--- src/rtl/bus_memory_responder_if.sv ---
// Coherence-bus bundle between the processor nodes and the memory responder.
// The processor side (master) drives requests and write-backs; the memory
// side (slave) returns response blocks and status.
interface bus_memory_responder_if;
    logic [15:0] bus_in;
    logic        wb;
    logic [15:0] wb_block;
    logic [15:0] data_mem;
    logic        mem_valid;
    logic        busy;
    logic [7:0]  wb_count;

    modport master (
        output bus_in,
        output wb,
        output wb_block,
        input  data_mem,
        input  mem_valid,
        input  busy,
        input  wb_count
    );

    modport slave (
        input  bus_in,
        input  wb,
        input  wb_block,
        output data_mem,
        output mem_valid,
        output busy,
        output wb_count
    );
endinterface

--- src/rtl/bus_memory_responder.sv ---
// Shared main-memory responder on the MESI snooping bus.
//
// state | meaning
// ------+-------------------------------------------------------------
// IDLE  | no request in flight; watching bus_in for a new message
// WAIT  | read/write miss captured; latency counter running down
// RESP  | data_mem/mem_valid driven until bus_in clears or changes
// INV   | invalidate seen; nothing driven, wait for bus_in to move on
//
// Write-back commits run independently of the FSM on each rising edge of wb.
module bus_memory_responder #(
    parameter int READ_LATENCY = 2
) (
    input logic               clock,
    input logic               reset,
    bus_memory_responder_if.slave bus
);

    typedef enum logic [1:0] {
        IDLE = 2'd0,
        WAIT = 2'd1,
        RESP = 2'd2,
        INV  = 2'd3
    } state_t;

    localparam logic [1:0] MSG_READ_MISS  = 2'b00;
    localparam logic [1:0] MSG_WRITE_MISS = 2'b01;
    localparam logic [1:0] MSG_INVALIDATE = 2'b10;
    // Counter is loaded with latency-1 at capture and WAIT exits on zero,
    // so a READ_LATENCY of 1 still spends exactly one edge in WAIT and the
    // response appears after capture edge + READ_LATENCY in every case.
    localparam logic [3:0] CNT_LOAD = 4'(READ_LATENCY - 1);

    state_t      state;
    logic [3:0]  cnt;
    logic [3:0]  tag_q;
    logic [15:0] req_q;
    logic [15:0] data_q;
    logic        valid_q;
    logic        busy_q;
    logic        wb_q;
    logic [7:0]  wb_count_q;
    logic [9:0]  mem [16];

    logic        commit;
    logic [3:0]  wb_tag;
    logic [9:0]  wb_data;
    logic [9:0]  rd_data;
    logic [1:0]  msg;

    assign commit  = bus.wb & ~wb_q;
    assign wb_tag  = bus.wb_block[15:12];
    assign wb_data = bus.wb_block[9:0];
    assign msg     = bus.bus_in[15:14];

    // A write-back landing on the same edge as the array read is forwarded.
    assign rd_data = (commit && (wb_tag == tag_q)) ? wb_data : mem[tag_q];

    // Write-back edge detect, memory array commit and saturating commit count.
    always_ff @(posedge clock or negedge reset) begin
        if (!reset) begin
            wb_q       <= 1'b0;
            wb_count_q <= 8'd0;
            for (int t = 0; t < 16; t++) begin
                mem[t] <= 10'(t);
            end
        end else begin
            wb_q <= bus.wb;
            if (commit) begin
                mem[wb_tag] <= wb_data;
                if (wb_count_q != 8'hFF) begin
                    wb_count_q <= wb_count_q + 8'd1;
                end
            end
        end
    end

    // Request FSM with registered response outputs.
    always_ff @(posedge clock or negedge reset) begin
        if (!reset) begin
            state   <= IDLE;
            cnt     <= 4'd0;
            tag_q   <= 4'd0;
            req_q   <= 16'd0;
            data_q  <= 16'd0;
            valid_q <= 1'b0;
            busy_q  <= 1'b0;
        end else begin
            case (state)
                IDLE: begin
                    if (bus.bus_in != 16'd0) begin
                        if ((msg == MSG_READ_MISS) || (msg == MSG_WRITE_MISS)) begin
                            tag_q  <= bus.bus_in[13:10];
                            req_q  <= bus.bus_in;
                            cnt    <= CNT_LOAD;
                            state  <= WAIT;
                            busy_q <= 1'b1;
                        end else if (msg == MSG_INVALIDATE) begin
                            req_q  <= bus.bus_in;
                            state  <= INV;
                            busy_q <= 1'b1;
                        end
                    end
                end
                WAIT: begin
                    if (cnt == 4'd0) begin
                        data_q  <= {tag_q, 2'b10, rd_data};
                        valid_q <= 1'b1;
                        state   <= RESP;
                    end else begin
                        cnt <= cnt - 4'd1;
                    end
                end
                RESP: begin
                    // A captured request is never zero, so this also covers a clear.
                    if (bus.bus_in != req_q) begin
                        data_q  <= 16'd0;
                        valid_q <= 1'b0;
                        busy_q  <= 1'b0;
                        state   <= IDLE;
                    end
                end
                INV: begin
                    if (bus.bus_in != req_q) begin
                        busy_q <= 1'b0;
                        state  <= IDLE;
                    end
                end
                default: begin
                    state  <= IDLE;
                    busy_q <= 1'b0;
                end
            endcase
        end
    end

    assign bus.data_mem  = data_q;
    assign bus.mem_valid = valid_q;
    assign bus.busy      = busy_q;
    assign bus.wb_count  = wb_count_q;

endmodule
--- src/flat_wrapper.sv ---
// flat-port wrapper written by rule: the top's interface ports become plain ports
module bus_memory_responder_flat 
#(
    parameter int READ_LATENCY = 2
)
  (clock, reset, bus_bus_in, bus_wb, bus_wb_block, bus_data_mem, bus_mem_valid, bus_busy, bus_wb_count);
  bus_memory_responder_if bus_i ();
  input logic clock;
  input logic reset;
  input wire logic [$bits(bus_i.bus_in)-1:0] bus_bus_in;
  input wire logic [$bits(bus_i.wb)-1:0] bus_wb;
  input wire logic [$bits(bus_i.wb_block)-1:0] bus_wb_block;
  output wire logic [$bits(bus_i.data_mem)-1:0] bus_data_mem;
  output wire logic [$bits(bus_i.mem_valid)-1:0] bus_mem_valid;
  output wire logic [$bits(bus_i.busy)-1:0] bus_busy;
  output wire logic [$bits(bus_i.wb_count)-1:0] bus_wb_count;
  assign bus_i.bus_in = bus_bus_in;
  assign bus_i.wb = bus_wb;
  assign bus_i.wb_block = bus_wb_block;
  assign bus_data_mem = bus_i.data_mem;
  assign bus_mem_valid = bus_i.mem_valid;
  assign bus_busy = bus_i.busy;
  assign bus_wb_count = bus_i.wb_count;
  bus_memory_responder #(.READ_LATENCY(READ_LATENCY)) u_core (.clock(clock), .reset(reset), .bus(bus_i));
endmodule
--- config.mk ---
export PLATFORM = sky130hd
export DESIGN_NAME = bus_memory_responder_flat
export DESIGN_NICKNAME = d
export VERILOG_FILES = /design/src/rtl/bus_memory_responder_if.sv /design/src/rtl/bus_memory_responder.sv /design/src/flat_wrapper.sv
export SDC_FILE = /design/constraint.sdc
export NUM_CORES = 1
export LEC_CHECK = 0
export BUFFER_PORTS_ARGS = -buffer_cell sky130_fd_sc_hd__buf_2
export CAP_MARGIN = 20
export CELL_PAD_IN_SITES_DETAIL_PLACEMENT = 1
export CELL_PAD_IN_SITES_GLOBAL_PLACEMENT = 1
export CORE_MARGIN = 2
export CORE_UTILIZATION = 50
export DETAILED_ROUTE_END_ITERATION = 10
export MAX_ROUTING_LAYER = met4
export PLACE_DENSITY_LB_ADDON = 0.1
export SETUP_SLACK_MARGIN = 0.4
export SYNTH_ARGS = -nofsm -noshare
export SYNTH_HDL_FRONTEND = slang
export SYNTH_SLANG_ARGS = --single-unit
--- constraint.sdc ---
create_clock -name clock -period 3.77 [get_ports clock]
set_clock_uncertainty 0.15 [all_clocks]
set_input_delay 0.754 -clock clock [delete_from_list [all_inputs] [get_ports clock]]
set_output_delay 0.754 -clock clock [all_outputs]
set_load 0.02 [all_outputs]
Yosys cells after proc, flatten, opt, wreduce, memory -nomap -nowiden:

Index checks and enable logic that the tools add are counted.

* register bits after elaboration: 213
* bits of input ports: 35
* output and inout bits: 26
* logic and storage cells: 97

* $add $sub $neg: 2
* $lt $le $gt $ge: 3
* eq/ne operators: 15
* muxes and demuxes: 29
* bitwise operators: 4
* reductions and logical operators: 19

Operators with widths (count)
* $bwmux 160: 1
* $mux 16: 4
* $bmux 10 s4: 1
* $demux 10 s4: 1
* $mux 10: 4
* $pmux 16 s2: 1
* $ne 16x16->1: 1
* $reduce_bool 16->1: 1
* $mux 4: 3
* $reduce_and 4->1: 3
* $ge 5x5->1 const B: 2
* $mux 2: 5
* $ne 2x1->1 const B: 5
* $not 4->5: 2
* $reduce_and 3->1: 3
* $add 8x1->8 const B: 1
* $ne 8x8->1 const B: 1
* $pmux 4 s2: 1
* $reduce_bool 2->1: 4
* $eq 2x2->1 const B: 3
* $pmux 2 s3: 1
* $lt 5x1->1 const B: 1
* $mux 1: 5
* $eq 2x1->1 const B: 2
* other kinds (13): 16

Logic depth before layout (Yosys ltp):

Gate-level depths: netlist (run 1).

* word-level depth: 7
* depth in mapped cells: 8
* depth with buffers taken out: 7

Least setup slack after synthesis (run 1):

No wires, ideal clock.

* path kind: input to register
* start point: input bus_bus_in[0]
* end point: register u_core.req_q[10]
* setup time: 0.125 ns
* data arrival time: 2.146 ns
* required time: 3.495 ns
* slack: 1.349 ns
* stages on the path: 6
* buffers on the path: 1
* cells stage by stage: nor4_1 -> nand4_1 -> and2_1 -> nand2_2 -> buf_6 -> mux2_2

* cells in the longest elaborated chain, start to end: 2

Ends and longest elaborated chain
* start: declaration: RTL line flat_wrapper.sv:10 `input wire logic [$bits(bus_i.bus_in)-1:0] bus_bus_in;`
* $reduce_bool 16->1: RTL line bus_memory_responder.sv:91 `if (bus.bus_in != 16'd0) begin`
* $reduce_and 3->1 (no line)
* end signal: assignment: RTL line bus_memory_responder.sv:94 `req_q <= bus.bus_in;`
* end signal: assignment: RTL line bus_memory_responder.sv:99 `req_q <= bus.bus_in;`
* end: declaration: RTL line bus_memory_responder.sv:37 `logic [15:0] req_q;`

Every way passes these cells.
A chain may end at the register's enable or synchronous reset.

Worst setup path after layout (run 1):

* start point: register u_core.tag_q[0]
* end point: register u_core.data_q[5], in the netlist u_core.bus.data_mem[5]

* cells in the longest elaborated chain, start to end: 7

Ends and longest elaborated chain
* start: declaration: RTL line bus_memory_responder.sv:36 `logic [3:0] tag_q;`
* start signal: assignment: RTL line bus_memory_responder.sv:93 `tag_q <= bus.bus_in[13:10];`
* $not 4->5 (not written as such): RTL line bus_memory_responder.sv:57 `assign rd_data = (commit && (wb_tag == tag_q)) ? wb_data : mem[tag_q];`
* $bmux 10 s4: RTL line bus_memory_responder.sv:57
* $mux 10 (not written as such) (2 in a row): RTL line bus_memory_responder.sv:57
* $mux 10 (*): RTL line bus_memory_responder.sv:57
* $mux 16 (*): RTL line bus_memory_responder.sv:106 `if (cnt == 4'd0) begin`
* $pmux 16 s2 (*): RTL line bus_memory_responder.sv:89 `case (state)`
* end signal: assignment: RTL line bus_memory_responder.sv:107 `data_q <= {tag_q, 2'b10, rd_data};`
* end: declaration: RTL line bus_memory_responder.sv:38 `logic [15:0] data_q;`

Mark *: on every way between the ends. The rest lies on a longest branch, timed or not. The select of a mux whose other input is x is not followed.

==> results of run 1 <==
-- metrics by stage --
step                      power (uW)  cells  setup WS, ps  hold slack [ps]  instance area (sq um)
after floorplan                 5440    661          1350              308                   9930
after global placement          6050    964           951              329                  10500
after detailed placement        6220    964           816              339                  10500
after CTS                       8370   1005          1080              174                  11200
after global routing            8770   1005           919              194                  11200
final                           8280   1005          1150              142                  11200
-- flip-flops by register name, indices dropped and copies added (netlist names) --
register,count
u_core.mem,160
u_core.req_q,16
u_core.bus.data_mem,15
u_core.bus.wb_count,8
u_core.cnt,4
u_core.tag_q,4
u_core.state,2
u_core.bus.busy,1
u_core.wb_q,1
-- cell families (layout without fill, tap and decap cells) --
| logic type | Yosys count | in the layout | share of synthesized area, % |
|---|---|---|---|
| AND/OR/NAND/NOR | 84 | 84 | 5.03 |
| adder cells (fa/ha/maj) | 7 | 7 | 0.882 |
| flip-flops | 211 | 211 | 53.6 |
| XOR/XNOR | 27 | 27 | 2.38 |
| AO/OA/AOI/OAI | 57 | 57 | 4.60 |
| multiplexers | 233 | 233 | 31.1 |
| other | 1 | 1 | 0.0377 |
| buffers and inverters | 41 | 120 | 2.43 |
-- worst reg2reg max path, delay by kind of cell, from the launching register on --
family / cells / cell delay, ps
AO/OA/AOI/OAI: 3 / 760
flip-flops: 1 / 580
multiplexers: 1 / 540
buffers and inverters: 1 / 350
AND/OR/NAND/NOR: 1 / 140
-- cells in the mapped netlist (all sizes together), types with 9 or more instances --
cell type,instances
clkbuf,15
nor2,9
dfstp,32
xnor2,24
a211oi,21
buf,20
mux4,40
mux2,181
mux2i,12
a221o,10
nand2,21
nor2b,16
nand4,10
dfrtp,179
-- area by class of cell --
class | instances | area (sq um)
Clock inverter | 10 | 53.8
Fill cell | 1876 | 8260
Multi-Input combinational cell | 409 | 4370
Clock buffer | 31 | 656
Timing Repair Buffer | 73 | 439
Sequential cell | 211 | 5320
Inverter | 6 | 22.5
Tap cell | 265 | 332
-- power breakdown --
part | internal [uW] | total (uW) | switching (uW)
Combinational | 1420 | 2780 | 1360
Clock | 1220 | 2130 | 909
Sequential | 2900 | 3370 | 475
-- routing by layer --
layer	global-route usage (%)	vias up	share of wire, %
li1	-	2608	-
met1	31.1	3110	43
met2	40.3	152	50
met3	3.81	45	5.1
met4	6.04	0	2.3
met5	-	-	0
-- worst max path at each step --
stage                    start                      to  cells after the start  slack, ps
3_5_place_dp     bus_bus_in[0]        u_core.req_q[11]                      6        820
4_1_cts        u_core.tag_q[0]  u_core.bus.data_mem[0]                      5       1080
3_3_place_gp     bus_bus_in[0]         u_core.req_q[9]                      6        950
6_report       u_core.tag_q[0]  u_core.bus.data_mem[5]                      6       1150
2_1_floorplan    bus_bus_in[0]        u_core.req_q[10]                      6       1350
5_1_grt          u_core.cnt[1]  u_core.bus.data_mem[0]                      7        920
==> summary.txt, run 1 <==
Timing
  • Hold Fails Final Rpt: 0
  • Actual slew at the worst max-slew pin: 1020 ps
  • Final critical-path share of the clock period: 69.4%
  • Tmin final: approximately 2600 ps
  • Final Max Tran Viols: 0
  • Post-Route Setup TNS: 0 ps
  • Setup-failing EPs final: 0
  • RSZ-0062 raised after global routing: false
  • Top achievable clock speed: around 380 MHz
  • Worst-case headroom to the max-slew limit: a little under a third

Floorplanning
  • Effective utilization at floorplan: between 50% and 60%
  • Site Rows: a little over 50
  • Height of the chip: around 140 microns
  • Num ports: a little over 60
  • CORE AREA: between 15,000 and 20,000 sq um
  • Die footprint: between 20,000 and 25,000 sq um
  • Die W: roughly 140 microns

Clocking
  • Cts bufs inserted: 23
  • Clock latency at the later pin of the worst-skew pair: between 500 and 600 ps
  • Post-CTS Setup Inserts: 0
  • CTS Hold Buffers Added: 0
  • Post-CTS Resized: 0
  • Buffers from clock root to sink, at most: 3
  • Clock transition at the register clock pins on the worst setup and hold paths after CTS: roughly 60 ps
  • TritonCTS clock tree: built
  • Root cell of the clock tree: sky130_fd_sc_hd__clkbuf_16
  • Number of clock sinks: ~210
  • H-Tree Level Count: 1

Drt
  • DR vias: about 5,900
  • Residual antenna-violating net count after detailed routing: 0
  • Wire length per cell after detailed routing: 23.5 microns
  • Number of violations reported at the end of detailed-routing iteration 0: 335
  • Detail-routed via count per cell: between 5 and 6
  • Total wirelength of the detailed-routed design: 23,600 microns
  • Pre-Repair DR Iteration Count: 4
  • Residual DRC count: 0

Logic synthesis
  • Register bit total from synthesis: ~210
  • Netlist Area Pre-Place: between 9000 and 10,000 sq um
  • FFs w/ async S/R, synth: between 90% and 100%
  • Synth Instances: ~660
  • Most common flop cell mapped by yosys: sky130_fd_sc_hd__dfrtp_1
  • Post-synth net total: between 700 and 800
  • Warnings, synthesis: 0
  • Largest cells by area after synthesis: sky130_fd_sc_hd__dfrtp_1, sky130_fd_sc_hd__mux2_2, sky130_fd_sc_hd__dfstp_2
  • Portion of the post-synthesis area used by sequential elements: between 50% and 60%
  • Biggest area consumer among synthesized cells: sky130_fd_sc_hd__dfrtp_1
  • Number of synthesized flops with an enable pin: 0
  • Netlist cell types: 53
  • Mean area per synthesized cell: ~15 sq um
  • Top-area cell type share of the netlist area: a little under half

Worst setup path
  • Most frequent cell on the critical path: sky130_fd_sc_hd__a211oi_1
  • WP data arrival: 2860 ps
  • Element type at the critical path end: register
  • RR Endpoint: u_core.bus.data_mem[5]
  • Cell type of the slowest stage on the worst timing path: sky130_fd_sc_hd__dfrtp_2
  • Number of cells on the worst reg-to-reg path: 6
  • Category of the most critical setup path: reg -> reg
  • Slack of the worst reg-to-reg path: around 1200 ps
  • WP data required: between 4000 and 5000 ps
  • Cells along the critical path: buf_4 -> mux4_2 -> nor2b_1 -> a211oi_1 -> a211oi_1 -> a221o_1
  • Launch point of the worst reg-to-reg path: u_core.tag_q[0]
  • Highest net fanout along the worst path: 12
  • Crit path buffers/inverters: 1
  • Largest delay share family, worst path: compound AO/OA/AOI/OAI gates
  • Kind of start point of the critical path: register
  • Crit-path max cell delay: between 500 and 600 ps

GRT
  • First-pass GRT wire length: 38,500 microns
  • Largest net degree at the start of global routing: 88
  • Vias in the first global route: between 6,000 and 7,000
  • Global Route Usage Sum: roughly 24%
  • Overflow left after global routing: 0
  • Antenna violations before repair: 0

Power and ir drop
  • Cell leakage power: ~0.0049 uW
  • Maximum vdd ir drop: approximately 0.38 mV
  • Power Density: between 700 and 800 nW/um^2

Placed design
  • Routability-driven placement congestion ratio: about 0.8
  • Port Buffer Count: 57
  • Total half-perimeter wirelength after legalization and detailed placement: about 16,000 microns

Outcome
  • Result of the run: finished clean

Min path
  • Class of the tightest hold or removal check: in -> async

Job
  • Count of max-cap constraint violations: 0

Final layout
  • Commonest non-fill, non-tap cell in the layout: sky130_fd_sc_hd__mux2_2
  • Total inserted antenna cells: 0
  • Utilization of the core after routing: between 50% and 60%
  • Share of post-route cells with drive strength above 1: 50.1%
  • Commonest cells after routing, fill and taps aside: sky130_fd_sc_hd__mux2_2, sky130_fd_sc_hd__dfrtp_1, sky130_fd_sc_hd__buf_2, sky130_fd_sc_hd__mux4_2, sky130_fd_sc_hd__dfstp_2
  • Area growth from synthesis to final layout: 12.7%
  • Final nets: about 770
Power figures use the tool's default switching activity.
==> run 2, diff against run 1 <==
Settings changed: ABC_AREA set to 1, CORE_UTILIZATION 50 to 45.
Clock period 3.77 ns to 2.7 ns, I/O delays scaled along.
==> summary.txt, run 2 <==
Logic synthesis
  • Mean area per synthesized cell: about 7.6 sq um
  • Post-synth net total: between 1,000 and 1,500
  • Commonest cells in the netlist: sky130_fd_sc_hd__nand2_1, sky130_fd_sc_hd__o21ai_0, sky130_fd_sc_hd__dfrtp_1, sky130_fd_sc_hd__inv_1
  • Warnings, synthesis: 0
  • Biggest area consumer among synthesized cells: sky130_fd_sc_hd__dfrtp_1
  • FFs w/ async S/R, synth: 100%
  • Register bit total from synthesis: about 210
  • Netlist Area Pre-Place: 10,300 sq um
  • Most frequently used cell type in the post-synthesis netlist: sky130_fd_sc_hd__nand2_1
  • Largest cells by area after synthesis: sky130_fd_sc_hd__dfrtp_1, sky130_fd_sc_hd__nand2_1, sky130_fd_sc_hd__o21ai_0
  • Portion of the post-synthesis area used by sequential elements: around half
  • Synth Instances: ~1,300
  • Most common flop cell mapped by yosys: sky130_fd_sc_hd__dfrtp_1
  • Top-area cell type share of the netlist area: a little over two fifths
  • Number of synthesized flops with an enable pin: 0
  • Netlist cell types: 29

Drt
  • Number of violations reported at the end of detailed-routing iteration 0: between 400 and 500
  • Detail-routed via count per cell: between 5 and 6
  • Residual DRC count: 0
  • Pre-Repair DR Iteration Count: 5
  • Total wirelength of the detailed-routed design: 29,800 microns
  • Wire length per cell after detailed routing: between 15 and 20 microns
  • DR vias: 8,896
  • Residual antenna-violating net count after detailed routing: 0

Placed design
  • Port Buffer Count: 57
  • Routability-driven placement congestion ratio: roughly 0.8
  • Total half-perimeter wirelength after legalization and detailed placement: 18,900 microns
  • Number of placed instances, taps included: 1,635

GRT
  • Overflow left after global routing: 0
  • Global routing usage on met3: ~3.2%
  • Antenna violations before repair: 0
  • Global Route Usage Sum: a little over a quarter
  • Fraction of met2 tracks used by global routing: a little over two fifths
  • Grt met1 use: 34.0%
  • Largest net degree at the start of global routing: 66
  • Most used routing layer: met2
  • Vias in the first global route: just over 9,000
  • First-pass GRT wire length: roughly 49,000 microns

Final layout
  • Total inserted antenna cells: 0
  • Area growth from synthesis to final layout: 13.7%
  • Final nets: ~1,400
  • Share of post-route cells with drive strength above 1: between 10% and 20%
  • Commonest non-fill, non-tap cell in the layout: sky130_fd_sc_hd__nand2_1
  • Number of flip-flops in the largest register: 160
  • Fin cells: roughly 1,700
  • Utilization of the core after routing: between 50% and 60%
  • Register bank with the most flops: u_core.mem
  • Commonest cells after routing, fill and taps aside: sky130_fd_sc_hd__nand2_1, sky130_fd_sc_hd__o21ai_0, sky130_fd_sc_hd__dfrtp_1, sky130_fd_sc_hd__inv_1

Timing
  • Tmin final: 2100 ps
  • Worst-case headroom to the max-slew limit: approximately half
  • Final Max Tran Viols: 0
  • Worst hold margin: between 100 and 150 ps
  • Hold Fails Final Rpt: 0
  • RSZ-0062 raised after global routing: false
  • Post-Route Setup TNS: 0 ps
  • Final critical-path share of the clock period: slightly below 80%
  • Actual slew at the worst max-slew pin: around 770 ps
  • Top achievable clock speed: between 400 and 500 MHz
  • Setup-failing EPs final: 0

Floorplanning
  • Die W: between 150 and 200 microns
  • CORE AREA: 22,500 sq um
  • Die footprint: roughly 24,000 sq um
  • Num ports: a little over 60
  • Effective utilization at floorplan: roughly 46%
  • Height of the chip: 155 microns
  • Site Rows: 55

Worst setup path
  • Number of cells on the worst reg-to-reg path: 11
  • Element type at the critical path end: register
  • Category of the most critical setup path: in -> reg
  • WP data arrival: between 2000 and 2500 ps
  • WP data required: a little under 3000 ps
  • Highest net fanout along the worst path: 20
  • RR Endpoint: u_core.bus.data_mem[4]
  • Launch point of the worst reg-to-reg path: u_core.tag_q[1]
  • Kind of start point of the critical path: primary input
  • Slack of the worst reg-to-reg path: around 610 ps

Power and ir drop
  • Maximum vdd ir drop: ~0.6 mV
  • Power Density: around 1100 nW/um^2
  • Cell leakage power: between 0.005 and 0.006 uW
  • Pwr Total: ~12,000 uW

Clocking
  • H-Tree Level Count: 1
  • TritonCTS clock tree: built
  • Clock latency at the later pin of the worst-skew pair: 520 ps
  • Post-CTS Setup Inserts: 0
  • Cts bufs inserted: 25
  • Clock transition at the register clock pins on the worst setup and hold paths after CTS: about 60 ps
  • Buffers from clock root to sink, at most: 3
  • Number of clock sinks: ~210
  • Root cell of the clock tree: sky130_fd_sc_hd__clkbuf_16

Min path
  • Instance count along the most critical hold path: 3
  • Class of the tightest hold or removal check: in -> reg
  • Hold-critical path endpoint: u_core.tag_q[0]
  • Min-Delay Startpoint: bus_bus_in[10]

Outcome
  • Result of the run: finished clean

Job
  • Count of max-cap constraint violations: 0
run 2: cell count changes after synthesis, sizes merged, moves of 10 or more:
cell    before  now
a211oi      21    0
nand3        5   94
nand2       21  447
nor2         9   96
nor2b       16    0
mux2i       12    0
mux4        40    0
inv          6  133
a221o       10    0
mux2       181    1
clkbuf      15   59
xnor2       24    4
o21ai        7  221
run 2: cells by family after synthesis:
kind of cell | after synthesis | share of synthesized area, %
buf+inv | 215 | 8.50
compound gates | 244 | 12.4
fa+ha+maj | 7 | 0.854
other cells | 1 | 0.0366
mux | 1 | 0.110
flops | 211 | 51.9
xor+xnor | 10 | 0.854
simple gates | 652 | 25.4
run 2: area by class of cell:
type                    count  area [sq um]
fillers                  2808         10900
multi-input cells         915          4070
clock buffers              42           759
well taps                 285           357
flip-flops and latches    211          5320
clock inverters             3          15.0
repair buffers             93           636
inverters                 133           499
run 2: through the flow:
step / area (sq um) / setup slack (ps)
2_1_floorplan: 10300 / 1010
5_1_grt: 11700 / 421
6_report: 11700 / 596
3_5_place_dp: 10800 / 550
3_3_place_gp: 10800 / 586
4_1_cts: 11600 / 510
run 2: worst max-delay path by stage:
stage                           start                      to  slack [ps]
2_1_floorplan  u_core.bus.wb_count[1]  u_core.bus.wb_count[1]        1010
4_1_cts               u_core.tag_q[1]  u_core.bus.data_mem[4]         510
6_report                       bus_wb          u_core.mem[70]         600
3_5_place_dp          u_core.tag_q[1]  u_core.bus.data_mem[4]         550
5_1_grt               u_core.tag_q[1]  u_core.bus.data_mem[4]         420
3_3_place_gp           bus_bus_in[14]  u_core.bus.data_mem[6]         590
run 2: where the power goes:
group	total (uW)	internal (uW)	switching, uW
clock network	3200	1900	1300
logic	4720	1570	3140
registers	4500	4010	484
total	12400	7480	4930
run 2: layer usage:
layer,vias up,routed length (microns),part of all wire (%)
met3,47,1100,3.7
li1,4291,-,-
met1,4414,13500,45
met5,-,0,0
met4,0,776,2.6
met2,144,14400,48
run 2: repair_timing:
item / 4_1_cts / 5_1_grt
setup endpoints to repair: 0 / 18
hold endpoints to repair: 33 / 0
hold buffers: 2 / 0
gates resized for setup: 0 / 2
run 2: critical path, cell delays in order:
cell and delay [ps]:
sky130_fd_sc_hd__dlygate4sd3_1 510, sky130_fd_sc_hd__buf_2 110, sky130_fd_sc_hd__nand2_1 150, sky130_fd_sc_hd__nor3_1 470
sky130_fd_sc_hd__nand2_1 130, sky130_fd_sc_hd__buf_4 230, sky130_fd_sc_hd__nand2_1 80, sky130_fd_sc_hd__o21ai_0 90
